**src/rtl/mvd_search_sched.sv**
```systemverilog
// mvd_search_sched: full-search motion-vector candidate scheduler.
// Walks a (2R+1)^2 square window around a latched centre, issues candidates
// to an external cost datapath with a bounded number in flight, tracks the
// issued coordinates in a tag FIFO, and keeps the lowest-cost candidate.
module mvd_search_sched #(
  parameter int MAX_OUT = 4,
  parameter int RANGE_W = 4
) (
  input  logic               ap_clk,
  input  logic               ap_rst,
  input  logic               ap_start,
  input  logic               abort,
  input  logic [15:0]        center_x,
  input  logic [15:0]        center_y,
  input  logic [RANGE_W-1:0] range,
  output logic               cost_start,
  output logic [15:0]        cost_x,
  output logic [15:0]        cost_y,
  input  logic               cost_vld,
  input  logic [63:0]        cost_val,
  output logic               ap_idle,
  output logic               ap_ready,
  output logic               ap_done,
  output logic [15:0]        best_x,
  output logic [15:0]        best_y,
  output logic [63:0]        best_cost,
  output logic [15:0]        eval_cnt,
  output logic               aborted,
  output logic               err_sticky
);

  localparam int AW = (MAX_OUT > 1) ? $clog2(MAX_OUT) : 1;
  localparam int OW = RANGE_W + 1;
  localparam logic [AW:0]   MAX_CNT   = (AW+1)'(MAX_OUT);
  localparam logic [AW:0]   CNT_ONE   = (AW+1)'(1);
  localparam logic [AW-1:0] PTR_ONE   = AW'(1);
  localparam logic [OW-1:0] OFF_ONE   = OW'(1);
  localparam logic [63:0]   COST_INIT = 64'hFFFF_FFFF_FFFF_FFFF;

  typedef enum logic [1:0] {
    S_IDLE  = 2'd0,
    S_ISSUE = 2'd1,
    S_DRAIN = 2'd2,
    S_DONE  = 2'd3
  } state_t;

  state_t          state_q, state_d;
  logic [15:0]     cx_q, cx_d, cy_q, cy_d;
  logic [RANGE_W-1:0] r_q, r_d;
  logic [OW-1:0]   dx_q, dx_d, dy_q, dy_d;
  logic [AW-1:0]   wr_ptr_q, wr_ptr_d, rd_ptr_q, rd_ptr_d;
  logic [AW:0]     out_cnt_q, out_cnt_d;
  logic [15:0]     tag_x_q [MAX_OUT];
  logic [15:0]     tag_y_q [MAX_OUT];
  logic            first_q, first_d;
  logic [15:0]     best_x_q, best_x_d, best_y_q, best_y_d;
  logic [63:0]     best_cost_q, best_cost_d;
  logic [15:0]     eval_cnt_q, eval_cnt_d;
  logic            aborted_q, aborted_d, err_q, err_d;
  logic            ap_idle_q, ap_idle_d, ap_done_q, ap_done_d;
  logic            issue_s, accept_s, last_s;
  logic [OW-1:0]   r_ext_s, start_neg_s;

  // Candidate coordinates: centre plus sign-extended offset, wrapping mod 2^16.
  assign r_ext_s     = {1'b0, r_q};
  assign start_neg_s = {OW{1'b0}} - {1'b0, range};
  assign last_s      = (dx_q == r_ext_s) && (dy_q == r_ext_s);
  assign cost_x      = cx_q + {{(16-OW){dx_q[OW-1]}}, dx_q};
  assign cost_y      = cy_q + {{(16-OW){dy_q[OW-1]}}, dy_q};
  assign cost_start  = issue_s;

  // Issue/accept qualification: a returning result frees a slot in the same cycle.
  always_comb begin
    issue_s  = 1'b0;
    accept_s = cost_vld && (state_q == S_ISSUE || state_q == S_DRAIN) && (out_cnt_q != '0);
    if (state_q == S_ISSUE && !abort) begin
      if (out_cnt_q < MAX_CNT) issue_s = 1'b1;
      else                     issue_s = cost_vld;
    end else begin
      issue_s = 1'b0;
    end
  end

  // Next-state, window walk, tag bookkeeping and best-candidate tracking.
  always_comb begin
    state_d     = state_q;
    cx_d        = cx_q;
    cy_d        = cy_q;
    r_d         = r_q;
    dx_d        = dx_q;
    dy_d        = dy_q;
    wr_ptr_d    = wr_ptr_q;
    rd_ptr_d    = rd_ptr_q;
    out_cnt_d   = out_cnt_q;
    first_d     = first_q;
    best_x_d    = best_x_q;
    best_y_d    = best_y_q;
    best_cost_d = best_cost_q;
    eval_cnt_d  = eval_cnt_q;
    aborted_d   = aborted_q;
    err_d       = err_q;

    case (state_q)
      S_IDLE: begin
        if (ap_start) begin
          cx_d        = center_x;
          cy_d        = center_y;
          r_d         = range;
          dx_d        = start_neg_s;
          dy_d        = start_neg_s;
          first_d     = 1'b1;
          best_x_d    = 16'd0;
          best_y_d    = 16'd0;
          best_cost_d = COST_INIT;
          eval_cnt_d  = 16'd0;
          aborted_d   = 1'b0;
          err_d       = 1'b0;
          state_d     = S_ISSUE;
        end else begin
          state_d = S_IDLE;
        end
      end
      S_ISSUE: begin
        if (abort) begin
          aborted_d = 1'b1;
          state_d   = S_DRAIN;
        end else if (issue_s) begin
          if (last_s) begin
            state_d = S_DRAIN;
          end else if (dx_q == r_ext_s) begin
            dx_d = {OW{1'b0}} - r_ext_s;
            dy_d = dy_q + OFF_ONE;
          end else begin
            dx_d = dx_q + OFF_ONE;
          end
        end else begin
          state_d = S_ISSUE;
        end
      end
      S_DRAIN: begin
        if (out_cnt_q == '0) state_d = S_DONE;
        else                 state_d = S_DRAIN;
      end
      S_DONE:  state_d = S_IDLE;
      default: state_d = S_IDLE;
    endcase

    if (accept_s) begin
      if (first_q || (cost_val < best_cost_q)) begin
        best_x_d    = tag_x_q[rd_ptr_q];
        best_y_d    = tag_y_q[rd_ptr_q];
        best_cost_d = cost_val;
      end else begin
        best_cost_d = best_cost_d;
      end
      first_d = 1'b0;
      if (eval_cnt_q != 16'hFFFF) eval_cnt_d = eval_cnt_q + 16'd1;
      else                        eval_cnt_d = eval_cnt_q;
    end else if (cost_vld) begin
      err_d = 1'b1;
    end else begin
      err_d = err_d;
    end

    if (issue_s)  wr_ptr_d = wr_ptr_q + PTR_ONE;
    else          wr_ptr_d = wr_ptr_q;
    if (accept_s) rd_ptr_d = rd_ptr_q + PTR_ONE;
    else          rd_ptr_d = rd_ptr_q;

    case ({issue_s, accept_s})
      2'b10:   out_cnt_d = out_cnt_q + CNT_ONE;
      2'b01:   out_cnt_d = out_cnt_q - CNT_ONE;
      default: out_cnt_d = out_cnt_q;
    endcase
  end

  // Handshake flags are registered decodes of the next state.
  always_comb begin
    ap_idle_d = (state_d == S_IDLE);
    ap_done_d = (state_d == S_DONE);
  end

  // Tag FIFO storage: coordinates of each issued candidate, read back in order.
  always_ff @(posedge ap_clk) begin
    if (issue_s) begin
      tag_x_q[wr_ptr_q] <= cost_x;
      tag_y_q[wr_ptr_q] <= cost_y;
    end
  end

  // Control and result state with asynchronous reset.
  always_ff @(posedge ap_clk or posedge ap_rst) begin
    if (ap_rst) begin
      state_q     <= S_IDLE;
      cx_q        <= 16'd0;
      cy_q        <= 16'd0;
      r_q         <= '0;
      dx_q        <= '0;
      dy_q        <= '0;
      wr_ptr_q    <= '0;
      rd_ptr_q    <= '0;
      out_cnt_q   <= '0;
      first_q     <= 1'b1;
      best_x_q    <= 16'd0;
      best_y_q    <= 16'd0;
      best_cost_q <= COST_INIT;
      eval_cnt_q  <= 16'd0;
      aborted_q   <= 1'b0;
      err_q       <= 1'b0;
      ap_idle_q   <= 1'b1;
      ap_done_q   <= 1'b0;
    end else begin
      state_q     <= state_d;
      cx_q        <= cx_d;
      cy_q        <= cy_d;
      r_q         <= r_d;
      dx_q        <= dx_d;
      dy_q        <= dy_d;
      wr_ptr_q    <= wr_ptr_d;
      rd_ptr_q    <= rd_ptr_d;
      out_cnt_q   <= out_cnt_d;
      first_q     <= first_d;
      best_x_q    <= best_x_d;
      best_y_q    <= best_y_d;
      best_cost_q <= best_cost_d;
      eval_cnt_q  <= eval_cnt_d;
      aborted_q   <= aborted_d;
      err_q       <= err_d;
      ap_idle_q   <= ap_idle_d;
      ap_done_q   <= ap_done_d;
    end
  end

  assign ap_idle    = ap_idle_q;
  assign ap_ready   = ap_idle_q;
  assign ap_done    = ap_done_q;
  assign best_x     = best_x_q;
  assign best_y     = best_y_q;
  assign best_cost  = best_cost_q;
  assign eval_cnt   = eval_cnt_q;
  assign aborted    = aborted_q;
  assign err_sticky = err_q;

endmodule
```
**config.mk**
```make
export PLATFORM = sky130hd
export DESIGN_NAME = mvd_search_sched
export DESIGN_NICKNAME = d
export VERILOG_FILES = /design/src/rtl/mvd_search_sched.sv
export SDC_FILE = /design/constraint.sdc
export NUM_CORES = 1
export LEC_CHECK = 0
export CAP_MARGIN = 20
export CORE_MARGIN = 1
export CORE_UTILIZATION = 59
export CTS_BUF_LIST = sky130_fd_sc_hd__clkbuf_8
export CTS_CLUSTER_DIAMETER = 60
export DETAILED_ROUTE_END_ITERATION = 8
export PLACE_DENSITY = 0.95
export RECOVER_POWER = 25
export SLEW_MARGIN = 20
export SYNTH_ARGS = -nofsm -noshare
export SYNTH_HDL_FRONTEND = slang
export SYNTH_SLANG_ARGS = --single-unit
```
**constraint.sdc**
```tcl
create_clock -name ap_clk -period 15.22 [get_ports ap_clk]
set_input_delay 3.044 -clock ap_clk [delete_from_list [all_inputs] [get_ports ap_clk]]
set_output_delay 3.044 -clock ap_clk [all_outputs]
set_load 0.005 [all_outputs]
```
# Word level (Yosys, flattened, before mapping)
# Memories as Yosys holds them, arrays and structs flattened.
# Cells that the tools add are included.
# classes
n_addsub	11
magnitude_cmp	2
n_eq_ne	16
n_mux	48
reduce_logical	21
# ops
op	n
64-bit two-way mux	4
16-bit two-way mux	12
64-bit less-than comparator	1
5-bit two-way mux	9
16-bit adder	2
5-bit case mux with 2 select lines	2
16-bit by 1-bit adder with 16-bit output (second input constant)	1
16-bit inequality test (second input constant)	1
1-bit two-way mux	15
2-bit inequality test (second input constant)	6
5-bit by 1-bit adder with 5-bit output (second input constant)	2
5-bit by 4-bit equality test with 1-bit output	2
1-bit by 4-bit subtractor with 5-bit output (first input constant)	2
2-bit equality test (second input constant)	4
2-bit case mux with 4 select lines	1
2-bit nonzero test	4
2-bit two-way mux	3
3-bit case mux with 2 select lines	1
3-bit AND reduction	2
6-bit AND reduction	1
5-bit AND reduction	1
2-bit by 1-bit adder with 2-bit output (second input constant)	2
2-bit by 1-bit equality test with 1-bit output (second input constant)	2
1-bit logical AND	4
other kinds (11)	14
# word_totals
register_bits	172
ram_bits	128
out_inout_bits	150
word_cells	118
mem_count	2
# memory_table
memory	words	width	read_ports	rd_clocked_by_memory_dff	write_ports	line	source
tag_x_q	4	16	1	0	1	53	logic [15:0] tag_x_q [MAX_OUT];
tag_y_q	4	16	1	0	1	54	logic [15:0] tag_y_q [MAX_OUT];

# Logic depth before layout (Yosys ltp)
# logic_depth
word_depth	7
depth_mapped	12
ltp_nobuf	10

# Least setup slack after synthesis
# No wires, ideal clock.
# synth_path
kind	input-to-output
startpoint	input abort
endpoint	output cost_start
t_arrival_ns	3.478
path_slack_ns	8.698
stages	3
cell_sequence	nand2b_1 -> nand2b_1 -> clkinv_1
# synth_between
elab_chain_cells	3
# synth_lines
element	line	source
start, declared	12	input logic abort,
1-bit zero test	76	if (state_q == S_ISSUE && !abort) begin
1-bit logical AND	76	
1-bit two-way mux	76	
end, declared	16	output logic cost_start,
# Every way passes these cells.

# Worst setup path in the final report
# layout_path
startpoint	input cost_vld
endpoint	output cost_start
# layout_between
elab_chain_cells	2
# layout_lines
element	line	source
start, declared	19	input logic cost_vld,
1-bit two-way mux	77	if (out_cnt_q < MAX_CNT) issue_s = 1'b1;
1-bit two-way mux	76	
# Every way passes these cells.

==> metrics list <==
- Derived from the worst setup path, the maximum achievable clock frequency is around 0.13 GHz.
- Rows: 57
- Number of vias in the routed layout: 11060
* Floorplan core area: approximately 24000 um^2
* Outcome: finished, violations left
- The endpoint identified for the worst register-to-register timing path is best_y[6].
- Antenna violations before repair: 1
- Final number of hold-violating endpoints: 0
* 1st-pass router iterations: 5
- Number of top-level pins: about 260
- Setup Buffers After CTS: 0
* Via density: around 5.8
* Insertion delay of the later-clocked pin in the worst-skew pair: roughly 0.56 ns
- Internal reg-to-reg setup slack: ~11 ns
- After detailed routing, the total wire length is about 37000 um.
* Delay of the slowest critical-path stage: approximately 0.57 ns
- Number of gates resized after cts: 0
- Number of violations of the max-capacitance limit: 1
- After routing the design area is approximately 19000 um^2.
- The clock net in this run drives a total of 300 sinks.
- Global routing used 29.18% of the available tracks.
- The synthesized netlist occupies a cell area of 14840 um^2.
- Leaving out fill and tap cells, the most frequent cell in the layout is sky130_fd_sc_hd__clkdlybuf4s50_1.
* Global-route wire length before repair: around 59000 um
* P_leak: 8.046 nW
- Of all nets on the critical path, the largest fanout is 10.
* Sequential-to-total area share from yosys stat: a little under three fifths
- Primary flip-flop cell chosen by synthesis mapping: sky130_fd_sc_hd__edfxtp_1
- In this run, distinct cell masters in the synthesized netlist total 57.
- Largest net degree at the start of global routing: roughly 100
* Layout-stage area growth over the synthesis result: 24.82%
- After synthesis, the largest family of logic cells by area is compound AO/OA/AOI/OAI gates.
- Floorplan die area: approximately 26000 um^2
* Number of nets with antenna violations after routing: 0
- Highest-count cells in the layout ignoring fill and taps: sky130_fd_sc_hd__clkdlybuf4s50_1 (252), sky130_fd_sc_hd__inv_1 (176), sky130_fd_sc_hd__nand2_1 (140), sky130_fd_sc_hd__edfxtp_1 (128), sky130_fd_sc_hd__ha_1 (106)
* Hold_sp: cx_q[8]
* Cell-by-cell trace of the critical path: dlygate4sd3_1 > nand2b_1 > nand2b_1 > clkinv_1 > clkdlybuf4s50_1
* Die W: between 150 and 200 um
- Tcrit/Tclk final: between 50% and 60%
- The synthesized netlist devotes 12.49% of its cell area to compound gates.
- Clock-pin slew was measured on the worst setup and hold paths at roughly 0.06 ns.
- Highest-delay cell along the critical path: sky130_fd_sc_hd__dlygate4sd3_1
* Max-Slew Margin vs Limit: -203.0%
* Category of the most critical setup path: in2out
- The worst hold path belongs to the class reg2reg.
- After Yosys synthesis, full adders, half adders and majority gates account for approximately a tenth of the synthesized area.
* Number of remaining DRC errors: 0
* TritonCTS buffer count: 48
- After layout, the minimum clock period comes to about 7.8 ns.
* Via count of the first global-routing pass: approximately 11000
- Worst Tran Pin Value: ~4.5 ns
- Hold Buf Count CTS: 0
- The number of nets handed over by synthesis was approximately 1500.
- Count of mapped cells out of synthesis: roughly 1300
* Endpoint of the worst hold-timing path: cx_q[8]
- Routability-driven placement congestion ratio: 0.9065
- Worst hold path stage count: 2
- The worst setup path is captured at a primary output.
- Startpoint type of the worst setup path: primary input
- A synthesized cell averages 11.80 um^2.
- Number of nets in the layout: between 1500 and 2000
- Of the total synthesized cell area, the portion taken by XOR and XNOR cells is 3.777%.
- In this run the power density over the cells is between 200 and 300 nW/um^2.
- R2r startpoint: best_cost[21]
* Arrival time of the worst setup path: between 4 and 5 ns
- In this design, the critical path's most frequently occurring cell is sky130_fd_sc_hd__nand2b_1.
* Htree depth: 2
- Worst reg-to-reg path cell count: 10
* Initial detailed-routing violation count: ~900
- Dpl cell area: 17660 um^2
- In this run the vertical extent of the chip is around 160 um.
* Post-synthesis async set-or-reset flop share: 57.33%
- Total of endpoints with negative setup slack in the final report: 0
- Once the floorplan was initialized, standard cells occupied 60.66% of the core.
- Share of cell area taken by muxes after synthesis: 4.857%
- Summed over all failing endpoints, the final setup total negative slack is 0 ns.
* Routed length per placed instance: 19.78 um
* Final clock skew: 0.01446 ns
* Maximum buffer depth of the clock tree: 3
- Input and output buffers added on the ports amount to 254.
- Number of enable-type register cells in the synthesized netlist: approximately 130
* Violated checks: capacitance limit, slew limit
- After Yosys synthesis, and, or, nand and nor cells account for about 8.5% of the synthesized area.
* Number of synthesis warnings: 0
* Unrepaired setup endpoints after global routing: no
* Remaining global-route overflow: 0
- Fraction of final layout cells with drive strength greater than 1: between 10% and 20%
* Data required time at the worst endpoint: 12.18 ns
- Clock tree synthesis selected as its root buffer the cell sky130_fd_sc_hd__clkbuf_8.
- Once detailed placement completed, the half-perimeter wirelength came to about 26000 um.
- The number of max-slew violations in the final report is between 100 and 150.
- TritonCTS clock tree: done
- Maximum vdd drop: roughly 0.19 mV
* Synth Register Bits: 300
-- kinds of logic after synthesis --
family          count (synthesis)
simple gates                  276
xor+xnor                       64
mux                            32
compound gates                270
buf+inv                       207
flops                         300
fa+ha+maj                     109
-- stage by stage --
step                      power (mW)  cells  hold WS [ns]  util, %  setup WS (ns)
final                          4.677   1892        0.4855    75.72          7.396
after global routing           4.948   1892        0.5095    75.72          7.305
after CTS                      4.673   1891        0.4890    75.75          7.452
after detailed placement       4.020   1802        0.4718    72.20          7.482
after global placement         3.876   1802        0.4662    72.20          7.548
after floorplan                2.963   1258        0.4523        -          7.625
-- synthesized netlist by cell type, types with 3 or more instances --
cell	number	area, um^2
sky130_fd_sc_hd__fa_1	3	60.06
sky130_fd_sc_hd__a21oi_1	65	325.3
sky130_fd_sc_hd__a22o_1	3	26.28
sky130_fd_sc_hd__buf_1	3	11.26
sky130_fd_sc_hd__and3_1	8	50.05
sky130_fd_sc_hd__a31oi_1	7	43.79
sky130_fd_sc_hd__o22ai_1	36	225.2
sky130_fd_sc_hd__nand4_1	12	75.07
sky130_fd_sc_hd__o22a_1	64	560.5
sky130_fd_sc_hd__a31o_2	4	35.03
sky130_fd_sc_hd__nand2_1	140	525.5
sky130_fd_sc_hd__nor4_1	3	18.77
sky130_fd_sc_hd__dfstp_2	66	1734
sky130_fd_sc_hd__xnor2_1	49	429.2
sky130_fd_sc_hd__and4_1	3	26.28
sky130_fd_sc_hd__a21o_1	14	105.1
sky130_fd_sc_hd__buf_2	11	55.05
sky130_fd_sc_hd__xor2_1	15	131.4
sky130_fd_sc_hd__buf_6	5	56.30
sky130_fd_sc_hd__ha_1	106	1326
sky130_fd_sc_hd__mux4_2	32	720.7
sky130_fd_sc_hd__a211oi_1	8	60.06
sky130_fd_sc_hd__or4_1	4	30.03
sky130_fd_sc_hd__o21a_1	4	30.03
sky130_fd_sc_hd__nor3_1	14	70.07
sky130_fd_sc_hd__edfxtp_1	128	3844
sky130_fd_sc_hd__o211ai_1	7	52.55
sky130_fd_sc_hd__and2_1	7	43.79
sky130_fd_sc_hd__nor2b_1	3	18.77
sky130_fd_sc_hd__inv_1	161	604.3
sky130_fd_sc_hd__o21bai_1	10	75.07
sky130_fd_sc_hd__clkbuf_1	25	93.84
sky130_fd_sc_hd__nand2b_1	7	43.79
sky130_fd_sc_hd__o21ai_0	34	170.2
sky130_fd_sc_hd__nand3_1	24	120.1
sky130_fd_sc_hd__dfrtp_1	106	2653
sky130_fd_sc_hd__nor2_1	42	157.7
-- worst max-delay path, delay by kind of cell --
| kind | cells | cell delay (ns) |
|---|---|---|
| buf+inv | 3 | 1.41 |
| simple gates | 2 | 0.33 |
-- per-layer routing --
| metal | vias to the layer above | wire [um] | global-route usage [%] |
|---|---|---|---|
| met1 | 5397 | 14650 | 36.74 |
| met4 | 0 | 956 | 10.30 |
| met5 | - | 0 | 0 |
| met2 | 535 | 18730 | 49.88 |
| li1 | 5044 | - | - |
| met3 | 87 | 3092 | 6.276 |
-- cell type report --
class / count / area [um^2]
antenna: 1 / 2.502
clock buffer: 49 / 674.4
clock inverter: 40 / 192.7
fill: 1495 / 5939
inverter: 162 / 609.3
multi-input combinational: 751 / 5782
sequential: 300 / 8232
tap: 324 / 405.4
timing repair buffer: 265 / 2625
-- sequential cells by signal, indices dropped and copies added (netlist names), 3 cells and up --
| register | count |
|---|---|
| best_cost | 64 |
| best_x | 16 |
| best_y | 16 |
| cx_q | 16 |
| cy_q | 16 |
| dx_q | 5 |
| dy_q | 5 |
| eval_cnt | 16 |
| out_cnt_q | 3 |
| r_q | 4 |
| tag_x_q | 64 |
| tag_y_q | 64 |
-- worst max path at each step --
stage / from / end / slack (ns) / cells after the start
after floorplan: ap_rst / aborted / 7.63 / 1
after global placement: abort / cost_start / 7.55 / 5
after detailed placement: abort / cost_start / 7.48 / 5
after CTS: abort / cost_start / 7.45 / 5
after global routing: cost_vld / cost_start / 7.30 / 5
final: cost_vld / cost_start / 7.40 / 5
-- power breakdown --
| group | internal [mW] | switching (mW) | total, mW |
|---|---|---|---|
| logic | 1.16 | 1.32 | 2.48 |
| registers | 1.37 | 0.193 | 1.56 |
| clock network | 0.317 | 0.314 | 0.631 |
| total | 2.85 | 1.83 | 4.68 |
Note: power is estimated with default switching activity, not from simulation.
